## src/rtl/uart_tx_arbiter.sv

```systemverilog
// uart_tx_arbiter: round-robin arbiter feeding byte requesters into one shared UART transmitter with packet locking.
//   i_clk, i_rst (async, active-high)
//   i_req_valid/i_req_data/i_req_last -> o_req_ready : per-requester byte streams (lane k = bits [8k+7:8k])
//   o_tx_data/o_tx_valid <- i_tx_ready, i_baud_tick : shared transmitter handshake, accepted on tick
//   o_grant : one-hot packet owner, o_timeout : pulse when an idle owner loses its lock
module uart_tx_arbiter #(
  parameter int N_REQ        = 4,
  parameter int LOCK_TIMEOUT = 16
) (
  input  logic               i_clk,
  input  logic               i_rst,
  input  logic [N_REQ-1:0]   i_req_valid,
  input  logic [8*N_REQ-1:0] i_req_data,
  input  logic [N_REQ-1:0]   i_req_last,
  output logic [N_REQ-1:0]   o_req_ready,
  output logic [7:0]         o_tx_data,
  output logic               o_tx_valid,
  input  logic               i_tx_ready,
  input  logic               i_baud_tick,
  output logic [N_REQ-1:0]   o_grant,
  output logic               o_timeout
);
  localparam int IW = $clog2(N_REQ);
  localparam logic [1:0] IDLE = 2'd0;
  localparam logic [1:0] SEND = 2'd1;
  localparam logic [1:0] WAIT = 2'd2;
  localparam logic [N_REQ-1:0] ONE = N_REQ'(1);
  logic [1:0]    state_q, state_d;
  logic [IW-1:0] ptr_q, ptr_d, own_q, own_d;
  logic [7:0]    cnt_q, cnt_d, data_q, data_d;
  logic          last_q, last_d, timeout_q, timeout_d;
  logic [IW-1:0] rr_idx, cand, sel, nxt_ptr;
  logic          rr_hit, xfer, accept;
  logic [7:0]    sel_data, cnt_inc;
  // Scan from the highest offset down so the nearest valid requester at/after ptr wins.
  always_comb begin
    rr_hit = 1'b0;
    rr_idx = '0;
    cand   = '0;
    for (int i = N_REQ - 1; i >= 0; i--) begin
      cand = IW'((int'(ptr_q) + i) % N_REQ);
      if (i_req_valid[cand]) begin
        rr_hit = 1'b1;
        rr_idx = cand;
      end
    end
  end
  assign sel         = (state_q == WAIT) ? own_q : rr_idx;
  assign sel_data    = i_req_data[{sel, 3'b000} +: 8];
  assign o_req_ready = i_rst ? '0 :
                       (state_q == IDLE && rr_hit) ? ONE << rr_idx :
                       (state_q == WAIT) ? ONE << own_q : '0;
  assign xfer        = |(i_req_valid & o_req_ready);
  assign accept      = o_tx_valid & i_tx_ready & i_baud_tick;
  assign nxt_ptr     = (own_q == IW'(N_REQ - 1)) ? '0 : own_q + 1'b1;
  assign cnt_inc     = cnt_q + 8'd1;
  // ready is never high in SEND and accept only happens in SEND, so the branches are exclusive;
  // a transfer in WAIT outranks a lock expiry on the same edge.
  always_comb begin
    state_d   = state_q;
    ptr_d     = ptr_q;
    own_d     = own_q;
    cnt_d     = cnt_q;
    data_d    = data_q;
    last_d    = last_q;
    timeout_d = 1'b0;
    if (xfer) begin
      data_d  = sel_data;
      last_d  = i_req_last[sel];
      own_d   = sel;
      state_d = SEND;
    end else if (accept) begin
      state_d = last_q ? IDLE : WAIT;
      ptr_d   = last_q ? nxt_ptr : ptr_q;
      cnt_d   = '0;
    end else if (state_q == WAIT && i_baud_tick) begin
      cnt_d = cnt_inc;
      if (cnt_inc == 8'(LOCK_TIMEOUT)) begin
        timeout_d = 1'b1;
        state_d   = IDLE;
        ptr_d     = nxt_ptr;
      end
    end
  end
  always_ff @(posedge i_clk or posedge i_rst) begin
    if (i_rst) begin
      state_q   <= IDLE;
      ptr_q     <= '0;
      own_q     <= '0;
      cnt_q     <= '0;
      data_q    <= '0;
      last_q    <= 1'b0;
      timeout_q <= 1'b0;
    end else begin
      state_q   <= state_d;
      ptr_q     <= ptr_d;
      own_q     <= own_d;
      cnt_q     <= cnt_d;
      data_q    <= data_d;
      last_q    <= last_d;
      timeout_q <= timeout_d;
    end
  end
  assign o_tx_valid = (state_q == SEND);
  assign o_tx_data  = data_q;
  assign o_grant    = (state_q != IDLE) ? ONE << own_q : '0;
  assign o_timeout  = timeout_q;
endmodule

```

## config.mk

```make
export PLATFORM = sky130hd
export DESIGN_NAME = uart_tx_arbiter
export DESIGN_NICKNAME = d
export VERILOG_FILES = /design/src/rtl/uart_tx_arbiter.sv
export SDC_FILE = /design/constraint.sdc
export NUM_CORES = 1
export LEC_CHECK = 0
export CAP_MARGIN = 20
export CORE_UTILIZATION = 49
export CTS_BUF_LIST = sky130_fd_sc_hd__clkbuf_4
export CTS_CLUSTER_DIAMETER = 40
export CTS_CLUSTER_SIZE = 10
export DETAILED_ROUTE_END_ITERATION = 8
export PLACE_DENSITY = 0.9
export SLEW_MARGIN = 20
export SYNTH_ARGS = -nofsm -noshare
export SYNTH_HDL_FRONTEND = slang
export SYNTH_SLANG_ARGS = --single-unit
export TNS_END_PERCENT = 10
```

## constraint.sdc

```tcl
create_clock -name i_clk -period 2.95 [get_ports i_clk]
set_clock_uncertainty 0.05 [all_clocks]
set_input_delay 0.59 -clock i_clk [delete_from_list [all_inputs] [get_ports i_clk]]
set_output_delay 0.59 -clock i_clk [all_outputs]
set_load 0.02 [all_outputs]
```

==> impl_metrics.tcl <==
set metrics [dict create \
    syn_area_sq_mm 0.00207 \
    r2r_setup_slack_ns 0.44 \
    place_hpwl_um 4460 \
    cts_setup_buffers 0 \
    grt_usage 0.281 \
    nets 349 \
    ys.warnings.count 0 \
    port_buffers 61 \
    routed_wirelength_um 5850 \
    root_buffer "clkbuf_4" \
    ir_worst_vdd_v 0.000401 \
    die_w_um 67.0 \
    slew_headroom 0.425 \
    insertion_delay_ns 0.33 \
    maxCapViolCount 0 \
    hold_viol 0 \
    fp.dieArea_sq_mm 0.00448 \
    initial_utilization 0.513 \
    holdCritPathClass "reg2reg" \
    n_antenna_cell 0 \
    num_rows 23 \
    ys_ff_latch 24 \
    layout_common_cells "56 x clkdlybuf4s50_1, 24 x dfrtp_1, 21 x buf_4" \
    whs_ns 0.494 \
    cts_buffers 3 \
    grt_pass1_wl_um 9520 \
    die_height_um 67.0 \
    final-setup-viol-count 0 \
    synth_flop_cell "dfrtp_1" \
    clockBufferDepth 2 \
    fmax_ghz 0.361 \
    clock_sinks 24 \
    fin_total_pwr_uw 2180 \
    overflow 0 \
    synth_edf_count 0 \
    slew_viol_final 0 \
    seq_area_frac_synth 0.291 \
    fin_crit_sh 0.939 \
    core_sq_mm 0.00403 \
    tns_ns 0 \
    worstSetupPathType "in2out" \
    ant_nets 0 \
    layout_min_cycle_time_ns 2.77 \
    leakage_uw 0.00121 \
    critical_path_peak_fanout 5 \
    drt_iter0_markers 181 \
    final_util 0.714 \
    worstPathArrival_ns 2.13 \
    p_per_area_mw_per_mm2 758 \
    synth_cell_types 57 \
    avgSynthCellArea_sq_um 9.03 \
    dpl_cell_area_sq_mm 0.00283 \
    netlist_instances 229 \
    endpoint_kind "output pin" \
    outcome "complete, no violations" \
    gp_congestion 0.857 \
    cts_tree "done" \
    ys_async_sr_fraction 1.00 \
    via_count 2163 \
    drt_pass1_iterations 5 \
    area_delta_synth_final_pct 39.1 \
    rsz0062_at_grt "false" \
    h-tree-depth 1 \
    via_per_inst 6.20 \
    grt_pass1_vias 2163 \
    cts.clk_slew.worst_paths_ns 0.13 \
    synth_fp_nets 278 \
    worst_pin_slew_ns 0.854 \
    required_ns 2.31 \
    grt_max_degree 25 \
    final_common_cell "clkdlybuf4s50_1" \
    io_pins 62 \
    layout-drive-gt1-share 0.127 \
    final_area_sq_mm 0.00288 \
    start_kind "primary input" \
    drc 0 \
    antenna_found_initial 0 \
    avgRoutedWirePerCell_um 16.8 \
]
## final timing paths
check / start / to / depth (start not counted)
min in group asynchronous: i_rst / cnt_q[7] / 3
min: o_tx_data[6] / o_tx_data[6] / 2
max: i_req_valid[2] / o_req_ready[3] / 6
min reg2reg: o_tx_data[6] / o_tx_data[6] / 2
max reg2reg: own_q[0] / ptr_q[1] / 7
max in group asynchronous: i_rst / o_tx_data[4] / 3
## kinds of logic (layout without fill, tap and decap cells)
kind of cell               after synthesis  after routing  share of synthesized area
muxes                                    6              6                     0.0315
adders and majority gates                5              5                     0.0303
buffers and inverters                   22             92                     0.0539
DFF                                     24             24                      0.291
and+or+nand+nor                        100            100                      0.289
AOI/OAI and AO/OA                       72             72                      0.304
## flip-flops by register name, indices dropped and copies added (netlist names)
| register | count |
|---|---|
| cnt_q | 8 |
| o_tx_data | 8 |
| own_q | 2 |
| ptr_q | 2 |
| state_q | 2 |
| last_q | 1 |
| o_timeout | 1 |
## worst max-delay path, stage by stage
cell and delay [ns]:
clkdlybuf4s50_1 0.48, nor2_1 0.23, o221ai_1 0.15, o21ai_0 0.14
nor3b_1 0.18, dlygate4sd2_1 0.35
## power breakdown
| part | switching [uW] | internal, uW | leakage, uW |
|---|---|---|---|
| Sequential | 148 | 441 | 0.000309 |
| Combinational | 719 | 626 | 0.000869 |
| Clock | 109 | 138 | 0.0000279 |
| Total | 976 | 1200 | 0.00121 |
## routing by layer
metal,GRT usage,share of wire
met5,0,0
met4,0.0931,0.018
met3,0.0445,0.067
met2,0.508,0.50
met1,0.332,0.42
## per-stage QoR
| stage | setup WS, ns | instances |
|---|---|---|
| 2_1_floorplan | 0.609 | 229 |
| 3_3_place_gp | -0.0310 | 345 |
| 3_5_place_dp | -0.145 | 345 |
| 4_1_cts | 0.0751 | 349 |
| 5_1_grt | 0.0257 | 349 |
| 6_report | 0.179 | 349 |
## layout make-up
type	instances	area [sq um]
clock buffer	3	22.5
clock inverter	1	30.0
fill	302	1150
inverter	5	18.8
multi-input combinational	183	1360
sequential	24	601
tap	50	62.6
timing repair buffer	83	786
## what timing repair did
action / CTS / global route
hold buffers: 0 / 0
resized for setup: 4 / 1
setup endpoints to repair: 4 / 1
endpoints found under the hold margin: 0 / 0
## synth_stat cells, types with 4 or more instances
cell,n,area [sq um]
nand4_1,14,87.6
ha_1,5,62.6
o21ai_0,4,20.0
dfrtp_1,24,601
nor2b_1,11,68.8
nor3_1,4,20.0
inv_1,4,15.0
nor2_1,13,48.8
o31ai_1,9,67.6
a21oi_1,10,50.1
and3_1,6,37.5
a221oi_1,18,158
buf_2,8,40.0
nand2_1,10,37.5
nand3_1,5,25.0
clkbuf_1,4,15.0
nand2b_1,7,43.8
and2_1,18,113
No activity file was read; power rests on OpenSTA's default activity.
